==> src/rtl/des_engine_arbiter.sv <==
// rtl/des_engine_arbiter.sv - round-robin arbiter sharing one des_core among NUM_REQ requesters
// Optional watchdog in WAIT enabled by defining DES_ARB_WATCHDOG_EN.
module des_engine_arbiter #(
    parameter int NUM_REQ        = 4,
    parameter int REQ_IDX_W      = 2,
    parameter int TIMEOUT_CYCLES = 64
) (
    input  logic                     clk,
    input  logic                     reset,
    input  logic [NUM_REQ-1:0]       req_din,
    input  logic [0:64*NUM_REQ-1]    plaintext_din,
    input  logic [0:64*NUM_REQ-1]    key_din,
    output logic [NUM_REQ-1:0]       grant_dout,
    output logic [NUM_REQ-1:0]       done_dout,
    output logic [0:63]              ciphertext_dout,
    output logic                     timeout_strobe_dout,
    output logic                     start_strobe_dout,
    output logic [0:63]              plaintext_dout,
    output logic [0:63]              key_dout,
    input  logic                     active_des_engine_din,
    input  logic                     done_strobe_din,
    input  logic [0:63]              ciphertext_din
);

    typedef enum logic [1:0] {
        S_IDLE    = 2'd0,
        S_ISSUE   = 2'd1,
        S_WAIT    = 2'd2,
        S_RESPOND = 2'd3
    } state_t;

    localparam logic [NUM_REQ-1:0]   ONE_HOT0 = NUM_REQ'(1);
    localparam logic [REQ_IDX_W-1:0] LAST_IDX = REQ_IDX_W'(NUM_REQ - 1);

    if (REQ_IDX_W != $clog2(NUM_REQ)) begin : g_idx_w_check
        $error("REQ_IDX_W must equal clog2(NUM_REQ)");
    end
    if (TIMEOUT_CYCLES < 1 || TIMEOUT_CYCLES > 255) begin : g_timeout_check
        $error("TIMEOUT_CYCLES must fit the 8-bit watchdog counter");
    end

    state_t                 state_q, state_d;
    logic [REQ_IDX_W-1:0]   rr_ptr_q, rr_ptr_d;
    logic [REQ_IDX_W-1:0]   winner_q, winner_d;
    logic [0:63]            pt_q, pt_d;
    logic [0:63]            key_q, key_d;
    logic [0:63]            ct_q, ct_d;
    logic [NUM_REQ-1:0]     grant_q, grant_d;
    logic [NUM_REQ-1:0]     done_q, done_d;
    logic                   start_q, start_d;

`ifdef DES_ARB_WATCHDOG_EN
    localparam logic [7:0]  TMO_LAST = 8'(TIMEOUT_CYCLES - 1);
    logic [7:0]             wd_cnt_q, wd_cnt_d;
    logic                   timeout_q, timeout_d;
`endif

    // Per-requester operand slices as arrays so the winner can be picked by index
    logic [0:63] pt_arr  [NUM_REQ];
    logic [0:63] key_arr [NUM_REQ];

    for (genvar g = 0; g < NUM_REQ; g++) begin : g_slice
        assign pt_arr[g]  = plaintext_din[64*g +: 64];
        assign key_arr[g] = key_din[64*g +: 64];
    end

    logic                   arb_found;
    logic [REQ_IDX_W-1:0]   arb_idx;
    logic [REQ_IDX_W-1:0]   arb_cand;

    // First set request at or after rr_ptr, wrapping at NUM_REQ
    always_comb begin
        arb_found = 1'b0;
        arb_idx   = '0;
        arb_cand  = '0;
        for (int k = 0; k < NUM_REQ; k++) begin
            arb_cand = REQ_IDX_W'((int'(rr_ptr_q) + k) % NUM_REQ);
            if (!arb_found && req_din[arb_cand]) begin
                arb_found = 1'b1;
                arb_idx   = arb_cand;
            end
        end
    end

    always_comb begin
        state_d  = state_q;
        rr_ptr_d = rr_ptr_q;
        winner_d = winner_q;
        pt_d     = pt_q;
        key_d    = key_q;
        ct_d     = ct_q;
        grant_d  = '0;
        done_d   = '0;
        start_d  = 1'b0;
`ifdef DES_ARB_WATCHDOG_EN
        wd_cnt_d  = wd_cnt_q;
        timeout_d = 1'b0;
`endif
        case (state_q)
            S_IDLE: begin
                if (arb_found) begin
                    winner_d = arb_idx;
                    pt_d     = pt_arr[arb_idx];
                    key_d    = key_arr[arb_idx];
                    grant_d  = ONE_HOT0 << arb_idx;
                    rr_ptr_d = (arb_idx == LAST_IDX) ? '0 : arb_idx + REQ_IDX_W'(1);
                    state_d  = S_ISSUE;
                end
            end
            S_ISSUE: begin
                if (!active_des_engine_din) begin
                    start_d = 1'b1;
                    state_d = S_WAIT;
`ifdef DES_ARB_WATCHDOG_EN
                    wd_cnt_d = '0;
`endif
                end
            end
            S_WAIT: begin
                // A result arriving on the expiry cycle takes priority over the timeout
                if (done_strobe_din) begin
                    ct_d    = ciphertext_din;
                    done_d  = ONE_HOT0 << winner_q;
                    state_d = S_RESPOND;
                end
`ifdef DES_ARB_WATCHDOG_EN
                else if (wd_cnt_q == TMO_LAST) begin
                    ct_d      = '0;
                    done_d    = ONE_HOT0 << winner_q;
                    timeout_d = 1'b1;
                    state_d   = S_IDLE;
                end else begin
                    wd_cnt_d = wd_cnt_q + 8'd1;
                end
`endif
            end
            S_RESPOND: begin
                state_d = S_IDLE;
            end
            default: begin
                state_d = S_IDLE;
            end
        endcase
    end

    always_ff @(posedge clk) begin
        if (reset) begin
            state_q  <= S_IDLE;
            rr_ptr_q <= '0;
            winner_q <= '0;
            pt_q     <= '0;
            key_q    <= '0;
            ct_q     <= '0;
            grant_q  <= '0;
            done_q   <= '0;
            start_q  <= 1'b0;
`ifdef DES_ARB_WATCHDOG_EN
            wd_cnt_q  <= '0;
            timeout_q <= 1'b0;
`endif
        end else begin
            state_q  <= state_d;
            rr_ptr_q <= rr_ptr_d;
            winner_q <= winner_d;
            pt_q     <= pt_d;
            key_q    <= key_d;
            ct_q     <= ct_d;
            grant_q  <= grant_d;
            done_q   <= done_d;
            start_q  <= start_d;
`ifdef DES_ARB_WATCHDOG_EN
            wd_cnt_q  <= wd_cnt_d;
            timeout_q <= timeout_d;
`endif
        end
    end

    assign grant_dout        = grant_q;
    assign done_dout         = done_q;
    assign ciphertext_dout   = ct_q;
    assign start_strobe_dout = start_q;
    assign plaintext_dout    = pt_q;
    assign key_dout          = key_q;

`ifdef DES_ARB_WATCHDOG_EN
    assign timeout_strobe_dout = timeout_q;
`else
    assign timeout_strobe_dout = 1'b0;
`endif

endmodule
==> config.mk <==
export PLATFORM = sky130hd
export DESIGN_NAME = des_engine_arbiter
export DESIGN_NICKNAME = d
export VERILOG_FILES = /design/src/rtl/des_engine_arbiter.sv
export SDC_FILE = /design/constraint.sdc
export NUM_CORES = 1
export LEC_CHECK = 0
export BUFFER_PORTS_ARGS = -buffer_cell sky130_fd_sc_hd__buf_2
export CORE_AREA = 2 2 308 310
export CTS_CLUSTER_DIAMETER = 200
export DETAILED_ROUTE_END_ITERATION = 10
export DIE_AREA = 0 0 310 312
export PLACE_DENSITY = 0.31
export SYNTH_ARGS = -nofsm -noshare
export SYNTH_HDL_FRONTEND = slang
export SYNTH_SLANG_ARGS = --single-unit
==> constraint.sdc <==
create_clock -name clk -period 2.47 [get_ports clk]
set_clock_uncertainty 0.15 [all_clocks]
set_input_delay 0.494 -clock clk [delete_from_list [all_inputs] [get_ports clk]]
set_output_delay 0.494 -clock clk [all_outputs]
set_load 0.1 [all_outputs]
* Yosys cells after proc, flatten, opt, wreduce, memory -nomap -nowiden *
Cells that the tools add are included.

cells by class
  multiply operators = 0
  divide/modulo/power cells = 0
  reduce and logical (&&, ||, !) cells = 13
  $lt $le $gt $ge = 5
  equality and inequality tests = 7
  bitwise logic cells = 6
  multiplexer cells = 28
  shift-type cells = 2
  add/sub/neg operators = 4

operator list
  cell                   count
  $bmux W64 S2           2
  $mux W64               4
  $mux W2                8
  $lt A2 B3 Y1 const B   4
  $mux W1                9
  $bmux W1 S2            4
  $pmux W2 S4            1
  $shl A1 B2 Y4 const A  2
  $eq A2 B2 Y1 const B   3
  $ne A2 B2 Y1 const B   3
  $reduce_or A3 Y1       2
  $not A1 Y1             5
  $add A2 B1 Y2 const B  2
  $add A2 B2 Y2 const B  2
  $reduce_and A2 Y1      2
  $ge A3 B3 Y1 const B   1
  $logic_and A1 B1 Y1    3
  $logic_not A1 Y1       3
  $not A2 Y3             1
  $reduce_and A3 Y1      1
  $eq A2 B1 Y1 const B   1
  $logic_not A2 Y1       1
  $reduce_or A2 Y1       1

word-level totals
  input bits = 584
  register bits after elaboration = 207
  bits in latches = 0
  ROM bits = 0
  memories = 0
  RAM bits = 0
  output and inout port bits = 202

* Depth between registers and ports, before layout *
Gate-level depths: netlist (run 1).

  depth after elaboration = 16
  gate-level depth with buffers = 10
  depth with buffers taken out = 7

* Worst setup path before layout (run 1) *
No wires, ideal clock.

  path type = input to register
  from = input req_din[3]
  to = register rr_ptr_q[0]
  cell stages on the path = 10
  library setup time = 65 ps
  setup slack = 283 ps
  data arrival time = 1972 ps
  required time = 2255 ps
  path buffers = 3
  path through = or2_4 -> nand4b_1 -> and2_4 -> buf_12 -> buf_8 -> buf_6 -> inv_2 -> ha_1 -> o31a_1 -> nor2_1

between the ends
  word-level cells in the longest chain between the ends = 14

RTL lines
  what                                                  line  RTL
  start: declaration                                    10    input logic [NUM_REQ-1:0] req_din,
  $bmux W1 S2                                           78    if (!arb_found && req_din[arb_cand]) begin
  $mux W1 (implied by the code)                         78
  $mux W1                                               78
  $logic_not A1 Y1                                      78
  $logic_and A1 B1 Y1                                   78
  $mux W1                                               78
  $logic_not A1 Y1                                      78
  $logic_and A1 B1 Y1                                   78
  $mux W1                                               78
  $logic_not A1 Y1                                      78
  $logic_and A1 B1 Y1                                   78
  $mux W2 *                                             78
  named net arb_idx[0]                                  68    logic [REQ_IDX_W-1:0] arb_idx;
  $add A2 B1 Y2 / $eq A2 B2 Y1 (equally long branches)  106   rr_ptr_d = (arb_idx == LAST_IDX) ? '0 : arb_idx + REQ_IDX_W'(1);
  $mux W2 *                                             106
  end signal: assignment                                163   rr_ptr_q <= rr_ptr_d;
  end: declaration                                      43    logic [REQ_IDX_W-1:0] rr_ptr_q, rr_ptr_d;

Mark *: on every way through the listed nets, which the timed path passes. The rest lies on a longest branch. The select of a mux whose other input is x is not followed.
A chain may end at the register's enable or synchronous reset.

* Worst setup path in the final report (run 1) *
  from = register rr_ptr_q[0]
  to = register key_q (netlist bit key_dout[37])

between the ends
  word-level cells in the longest chain between the ends = 16

RTL lines
  what                                                    line  RTL
  branches (longest 16 deep; another with $add A2 B1 Y2)  -
  end signal: assignment                                  166   key_q <= key_d;
  end: declaration                                        46    logic [0:63] key_q, key_d;

Parallel ways; which one is timed is not known. The select of a mux whose other input is x is not followed.

==> results of run 1 <==
==> cells in the mapped netlist, types with 2 or more instances <==
| master | number |
|---|---|
| buf_12 | 23 |
| mux2i_1 | 257 |
| clkbuf_1 | 34 |
| nand2_1 | 262 |
| nor3_1 | 2 |
| nor2_1 | 10 |
| o31a_1 | 2 |
| buf_2 | 28 |
| o221ai_1 | 127 |
| buf_1 | 2 |
| dfxtp_1 | 207 |
| inv_2 | 2 |
| a21oi_1 | 70 |
| nor4b_1 | 2 |
| buf_6 | 2 |
| clkbuf_4 | 4 |
| nand2b_1 | 4 |
| nor3b_1 | 2 |
| inv_1 | 6 |
| ha_1 | 4 |
==> power by group through the flow <==
stage                     registers, mW  clock network [mW]  logic, mW
final                              5.08                4.43       15.1
after detailed placement           5.14                   0       15.1
after floorplan                    12.5                   0       4.34
after CTS                          5.09                4.70       15.2
after global placement             5.13                   0       15.0
after global routing               5.22                4.76       15.8
==> state kept, by name (all words and copies together) (netlist names) <==
name / flops
ciphertext_dout: 64
winner_q: 2
state_q: 2
key_dout: 64
done_dout: 4
start_strobe_dout: 1
plaintext_dout: 64
grant_dout: 4
rr_ptr_q: 2
==> cell families after synthesis <==
logic type,after synthesis,synth area share (%)
multiplexers,257,24.8
buffers and inverters,103,8.12
AND/OR/NAND/NOR,289,11.2
other,1,0.0362
AO/OA/AOI/OAI,210,15.3
flip-flops,207,40.0
adder cells (fa/ha/maj),4,0.483
==> critical path: cells and delay by family, from the launching register on <==
kind                   cells  cell delay, ps
buffers and inverters      2             750
AND/OR/NAND/NOR            2             450
flip-flops                 1             360
AO/OA/AOI/OAI              2             220
multiplexers               1             200
==> area by class of cell <==
cell class | instances | area, um^2
multi-input cells | 761 | 5390
well taps | 1254 | 1570
diodes | 7 | 17.5
flip-flops and latches | 207 | 4140
clock inverters | 8 | 55.1
clock buffers | 47 | 956
inverters | 8 | 30.0
fillers | 10500 | 75000
repair buffers | 979 | 5930
==> metrics by stage <==
step,setup TNS [ps],utilization [%],area [um^2],hold WS [ps]
floorplan,0,-,10400,302
CTS,0,19.4,18000,0.208
global placement,-703,17.2,16000,291
finish,0,19.4,18100,57.4
detailed placement,-1050,17.2,16000,293
global route,0,19.4,18100,35.6
==> worst max path at each step <==
| stage | from | to | slack, ps | cells past startpoint |
|---|---|---|---|---|
| final | rr_ptr_q[0]$_SDFFE_PP0P_ | key_dout[37]$_SDFFE_PP0P_ | 170 | 7 |
| after global routing | rr_ptr_q[0]$_SDFFE_PP0P_ | key_dout[37]$_SDFFE_PP0P_ | 20 | 7 |
| after CTS | rr_ptr_q[0]$_SDFFE_PP0P_ | key_dout[10]$_SDFFE_PP0P_ | 70 | 7 |
| after detailed placement | req_din[3] | key_dout[10]$_SDFFE_PP0P_ | -300 | 8 |
| after global placement | req_din[3] | key_dout[10]$_SDFFE_PP0P_ | -240 | 8 |
| after floorplan | req_din[3] | rr_ptr_q[0]$_SDFFE_PP0P_ | 280 | 10 |
==> metal layers <==
metal  up-vias  global-route usage, %  share of wire (%)
met5         -                      0               0.16
met4        14                   3.43                2.9
met3        82                   3.52                8.6
met2       506                   20.7                 51
met1      5629                   12.1                 38
li1       5765                      -                  -
==> timing repair <==
| action | CTS | global route |
|---|---|---|
| hold buffers | 102 | 0 |
| gates resized for setup | 0 | 1 |
| endpoints found under the hold margin | 84 | 0 |
| endpoints found under the setup margin | 0 | 2 |
| buffers inserted | 0 | 2 |
==> run summary, run 1 <==
Syn-to-layout area delta = 74.7%
Clk_lat worst skew = 590 ps
Worst slew margin = 52.6%
Routed wire length = 58700 um
Synthesized Nets = 1659
Starting Density = 11.1%
1st-pass router iterations = 4
Ys Warns = 0
Post-synthesis cell count = 1071
PwrDens = 1360 nW/um^2
CTS Buf Count = 30
Drt initial violations = 416
CP max FO = 15
Synthesized area = 10400 um^2
Layout cell share with drive strength beyond 1 = 46.8%
Clock transition at the registers of the reported paths = 60 ps
Commonest non-fill, non-tap cell in the layout = buf_2
Final Max Tran Viols = 0
Max incr delay on CP = 570 ps
Critical Path Sink Type = flop
GP Congestion = 0.832
Sw Share = 56.1%
Most used DFF post-synth = dfxtp_1
First-pass GRT wire length = 82000 um
H-tree depth = 1
Clock root buffer = clkbuf_16
Worst hold path class = in2reg
Mean Syn Cell Area = 9.67 um^2
Io pins = 786
Vias = 12000
Residual DRC count = 0
Final Cycle Share = 93.3%
Seq cells post-synth = 207
Post-DRT Antenna Nets = 0
RSZ-0062 raised after global routing = false
Buffers on Ports = 784
Area contributors post-synth = dfxtp_1 40%, mux2i_1 25%, o221ai_1 11%
Pre-CTS worst setup slack = -301 ps
FP Rows = 112
Setup slack, reg-to-reg = 170 ps
Post-synth top area share = 40.0%
Critical path data required time = 2770 ps
Slew @ Worst Pin = 716 ps
Most frequent cells in the layout = 784 x buf_2, 260 x nand2_1, 257 x mux2i_1
NumNets Final = 2575
Number of enable flip-flop cells after synthesis = 0
Total GRT Usage = 11.2%
Internal power contribution = 10.8 mW
Hold Crit Start = ciphertext_din[28]
Largest area contributor in the netlist = dfxtp_1
Die height = 312 um
Hold path depth = 3
Clock Power Share = 18.0%
Initial antenna violation count = 15
Logic pwr share = 61.4%
Post-DP HPWL = 47100 um
Clock sinks = 207
Worst Path Class, Setup = reg2reg
Die width = 310 um
PnR worst setup slack = 167 ps
Count of cell types in the netlist = 41
Async SR Flop Fraction = 0%
R2R depth = 7
Max VDD drop = 0.473 mV
Part of the Yosys area used for sequential elements = 40.0%
Worst Hold End = ciphertext_dout[28]$_SDFFE_PP0N_
CTS tree = built
Non-filler instance count after layout = 3271
Vias in the first global route = 12800
Hold Fails Final Rpt = 0
Total power = 24.6 mW
Via/cell ratio = 3.67
Core area = 93000 um^2
Reg power frac = 20.6%
FF-to-FF Start = rr_ptr_q[0]$_SDFFE_PP0P_
Largest net degree at the start of global routing = 61
P_sw = 13.8 mW
Final Critical Period = 2300 ps
Maximum clock rate = 434 MHz
Leak = 9.16 nW
Worst path slowest cell = dlygate4sd3_1
Status = finished, final reports clean
DP Cell Count = 3104
Max_cap viols = 0
Reg2reg end = key_dout[37]$_SDFFE_PP0P_
Grt ovf = 0
WP data arrival = 2610 ps
CTS Buffer Depth = 3
Die footprint = 96700 um^2
Avg WL per Cell = 17.9 um
Cell Chain, Critical Path = nand2b_1, o2111ai_2, and2_4, buf_16, mux2i_1, dlygate4sd3_1, o221ai_1
Setup-failing EPs final = 0
Setup crit start kind = flop
Power figures use the tool's default switching activity.
==> inputs of run 2 (changes only) <==
SETUP_SLACK_MARGIN = 0.3   (was unset)
==> run summary, run 2 (synthesis results as in run 1) <==
PnR worst setup slack = 358 ps
Avg WL per Cell = 17.9 um
1st-pass router iterations = 7
Starting Density = 11.1%
Hold Fails Final Rpt = 0
Critical Path Sink Type = flop
Leak = 8.97 nW
Setup-failing EPs final = 0
Commonest non-fill, non-tap cell in the layout = buf_2
Clock transition at the registers of the reported paths = 60 ps
Number of buffers added for setup after CTS = 0
Layout cell share with drive strength beyond 1 = 47.4%
Vias in the first global route = 12700
FF-to-FF Start = rr_ptr_q[0]$_SDFFE_PP0P_
Max incr delay on CP = 340 ps
CTS tree = built
Worst hold path class = in2reg
FP Rows = 112
Hold Crit Start = key_din[78]
Total GRT Usage = 11.1%
Max VDD drop = 0.526 mV
Clk_lat worst skew = 600 ps
Setup crit start kind = flop
Most frequent cells in the layout = 775 x buf_2, 260 x nand2_1, 252 x mux2i_1
Sw Share = 56.6%
Clock Power Share = 17.2%
Syn-to-layout area delta = 71.1%
Post-DP HPWL = 46900 um
Worst Path Class, Setup = reg2reg
Via/cell ratio = 3.63
Cell Chain, Critical Path = nand2b_1, o2111ai_2, and2_4, buf_12, buf_16, mux2i_2, o221ai_1
Slew @ Worst Pin = 789 ps
Max_cap viols = 0
P_sw = 13.8 mW
PwrDens = 1370 nW/um^2
Internal power contribution = 10.6 mW
NumNets Final = 2540
Drt initial violations = 472
Final Max Tran Viols = 0
Logic pwr share = 62.0%
First-pass GRT wire length = 80500 um
Final core utilization = 19.0%
Vias = 11700
Buffers on Ports = 784
Core area = 93000 um^2
Largest net degree at the start of global routing = 65
Worst path slowest cell = dfxtp_1
Grt ovf = 0
Maximum clock rate = 473 MHz
WP data arrival = 2430 ps
Reg power frac = 20.9%
Worst slew margin = 47.4%
Pre-CTS worst setup slack = -60.0 ps
Die footprint = 96700 um^2
Final Critical Period = 2110 ps
Status = finished, final reports clean
Clock root buffer = clkbuf_16
CTS Buffer Depth = 3
Post-DRT Antenna Nets = 0
Initial antenna violation count = 24
Critical path data required time = 2790 ps
CP startpoint = rr_ptr_q[0]$_SDFFE_PP0P_
Io pins = 786
Clock sinks = 207
RSZ-0062 raised after global routing = true
CP max FO = 23
Setup_tns = 0 ps
Routed wire length = 57800 um
CTS Buf Count = 29
Die height = 312 um
Die width = 310 um
Residual DRC count = 0
GP Congestion = 0.807
H-tree depth = 1
Final Cycle Share = 85.5%
## run 2: cell types whose count changed in the layout (fill, tap and decap cells not counted), sizes merged
cell         change
clkinv           -1
clkinvlp         -3
diode            +2
dlygate4sd3     -29
inv              +1
buf              -4
clkbuf           -3
## run 2: power by group through the flow
stage | Clock (mW) | Combinational (mW) | Sequential (mW)
4_1_cts | 4.41 | 15.3 | 5.10
3_5_place_dp | 0 | 15.1 | 5.14
2_1_floorplan | 0 | 4.35 | 12.5
3_3_place_gp | 0 | 15.1 | 5.15
6_report | 4.18 | 15.1 | 5.08
5_1_grt | 4.49 | 15.8 | 5.21
## run 2: area by class of cell
class | count | area [um^2]
inverter | 8 | 30.0
fill | 10600 | 75300
tap | 1254 | 1570
multi-input combinational | 761 | 5420
sequential | 207 | 4140
antenna | 9 | 22.5
clock buffer | 45 | 886
timing repair buffer | 945 | 5610
clock inverter | 5 | 40.0
## run 2: final timing paths
kind / end / cells after the start / slack (ps)
setup / recovery: plaintext_dout[56]$_SDFFE_PP0P_ / 7 / 360
hold / removal: key_dout[14]$_SDFFE_PP0P_ / 3 / 50
setup reg to reg: plaintext_dout[56]$_SDFFE_PP0P_ / 7 / 360
hold reg to reg: ciphertext_dout[25]$_SDFFE_PP0N_ / 2 / 300
## run 2: worst max-delay path, delay by kind of cell, from the launching register on
kind | cells | cell delay [ps]
simple gates | 2 | 420
flops | 1 | 340
buf+inv | 2 | 430
compound gates | 2 | 240
mux | 1 | 320
## run 2: repair_timing
action	4_1_cts	5_1_grt
resized for setup	11	8
endpoints found under the setup margin	94	27
endpoints found under the hold margin	67	0
hold buffers	73	0
gates cloned	0	0
## run 2: stage by stage
stage               hold slack [ps]  total power, mW  instance area [um^2]  cells
floorplan                       302             16.9                 10400   1071
global placement                290             20.2                 16000   3102
detailed placement              292             20.3                 16000   3102
CTS                           0.120             24.8                 17700   3225
global route                   29.2             25.5                 17700   3229
finish                         51.0             24.3                 17700   3234
## run 2: per-layer routing
metal  GRT usage, %  vias to the layer above  share of wire [%]
li1               -                     5685                  -
met1           12.2                     5419                 38
met2           19.9                      520                 49
met3           3.65                       87                9.0
met4           3.62                       20                3.7
met5              0                        -               0.26
==> inputs of run 3 (changes only) <==
CORE_AREA = 2 2 306 308   (was 2 2 308 310)
DIE_AREA = 0 0 308 310   (was 0 0 310 312)
clock period = 2.7 ns   (was 2.47 ns; I/O delays follow)
==> run summary, run 3 (synthesis results as in run 1) <==
Status = finished, final reports clean
Worst Hold End = ciphertext_dout[41]$_SDFFE_PP0N_
GP Congestion = 0.809
Final Max Tran Viols = 0
Layout cell share with drive strength beyond 1 = 46.9%
Leak = 8.78 nW
WHS = 42.1 ps
PwrDens = 1280 nW/um^2
Residual DRC count = 0
Via/cell ratio = 3.66
Initial antenna violation count = 32
Core area = 92500 um^2
First-pass GRT wire length = 76800 um
NumNets Final = 2495
Worst Path Class, Setup = reg2out
CTS Buf Count = 29
Die width = 308 um
Hold Fails Final Rpt = 0
H-tree depth = 1
Syn-to-layout area delta = 66.1%
Total GRT Usage = 10.7%
Commonest non-fill, non-tap cell in the layout = buf_2
RSZ-0062 raised after global routing = false
WP data arrival = 1550 ps
PnR worst setup slack = 459 ps
Hold path depth = 3
Setup-failing EPs final = 0
Number of buffers added for setup after CTS = 0
Starting Density = 11.2%
CP top delay family = buffers and inverters
Cell Chain, Critical Path = buf_2
Io pins = 786
Vias = 11500
WP buf/inv = 1
1st-pass router iterations = 4
Clock transition at the registers of the reported paths = 60 ps
Post-DRT Antenna Nets = 0
Die height = 310 um
Drt initial violations = 500
Worst path slowest cell = buf_2
Internal power contribution = 9.62 mW
Clk_lat worst skew = 600 ps
CP startpoint = key_dout[10]$_SDFFE_PP0P_
Max VDD drop = 0.574 mV
Post-DP HPWL = 44700 um
Max incr delay on CP = 510 ps
Routed wire length = 55700 um
R2R depth = 8
Critical path data required time = 2010 ps
Critical Path Sink Type = primary output
FF-to-FF Start = state_q[0]$_SDFFE_PP0P_
Worst slew margin = 60.1%
Maximum clock rate = 446 MHz
Buffers on Ports = 784
Sw Share = 56.2%
Avg WL per Cell = 17.8 um
Crit. path cell count = 1
Fin area = 17200 um^2
Largest net degree at the start of global routing = 67
Setup slack, reg-to-reg = 530 ps
FP Rows = 112
Final Cycle Share = 83.0%
Max_cap viols = 0
Logic pwr share = 60.6%
DP Area = 15700 um^2
Grt ovf = 0
Final Critical Period = 2240 ps
Vias in the first global route = 11800
CP max FO = 2
Reg power frac = 21.0%
Clock root buffer = clkbuf_16
Reg2reg end = plaintext_dout[61]$_SDFFE_PP0P_
Worst hold path class = in2reg
Area occupied by registers = 4140 um^2
Clock sinks = 207
Multi-input gate area = 5390 um^2
Setup_tns = 0 ps
Slew @ Worst Pin = 603 ps
Most frequent cells in the layout = 784 x buf_2, 260 x nand2_1, 257 x mux2i_1
Hold Crit Start = ciphertext_din[41]
Total power = 22.0 mW
Fillers = 10400
Clock Power Share = 18.4%
P_sw = 12.4 mW
Pre-CTS worst setup slack = 151 ps
CTS tree = built
Die footprint = 95500 um^2
CTS Buffer Depth = 3
Setup crit start kind = flop
-- run 3: timing repair --
| action | CTS | global route |
|---|---|---|
| hold buffers | 54 | 0 |
| resized for setup | 0 | 0 |
| endpoints found under the hold margin | 54 | 0 |
-- run 3: layout make-up --
| class | instances | area share, % |
|---|---|---|
| multi-input cells | 761 | 31.3 |
| repair buffers | 900 | 29.9 |
| flip-flops and latches | 207 | 24.1 |
| well taps | 1197 | 8.71 |
| clock buffers | 42 | 4.91 |
| clock inverters | 10 | 0.785 |
| inverters | 8 | 0.175 |
| diodes | 8 | 0.116 |
-- run 3: how the worst max path moves through the flow --
| stage | to | slack (ps) |
|---|---|---|
| final | key_dout[10] | 460 |
| after global routing | key_dout[10] | 330 |
| after CTS | key_dout[10] | 350 |
| after detailed placement | plaintext_dout[11]$_SDFFE_PP0P_ | 150 |
| after global placement | plaintext_dout[27]$_SDFFE_PP0P_ | 180 |
| after floorplan | rr_ptr_q[0]$_SDFFE_PP0P_ | 470 |
-- run 3: layer usage --
layer / share of wire (%) / up-vias / track usage, % / wire length (um)
met5: 0.52 / - / 0 / 290
met4: 2.8 / 42 / 2.92 / 1530
met3: 9.9 / 96 / 4.60 / 5480
met2: 51 / 491 / 19.8 / 28200
met1: 36 / 5255 / 11.0 / 20100
li1: - / 5594 / - / -
-- run 3: metrics by stage --
stage / util [%] / instances
after floorplan: - / 1071
after global placement: 16.9 / 3019
after detailed placement: 16.9 / 3019
after CTS: 18.6 / 3125
after global routing: 18.6 / 3129
final: 18.6 / 3133
-- run 3: worst register-to-register path, cell delays in order (launching register included) --
cell	delay (ps)
dfxtp_1	330
inv_1	80
ha_1	270
o31ai_4	140
nor2_1	360
nand2_4	120
buf_12	180
buf_12	230
o221ai_1	220
-- run 3: power by group through the flow --
stage / Sequential [mW] / Combinational [mW] / Clock, mW
global route: 4.74 / 13.9 / 4.35
floorplan: 11.5 / 3.97 / 0
CTS: 4.62 / 13.5 / 4.25
global placement: 4.66 / 13.4 / 0
detailed placement: 4.67 / 13.4 / 0
finish: 4.61 / 13.3 / 4.05
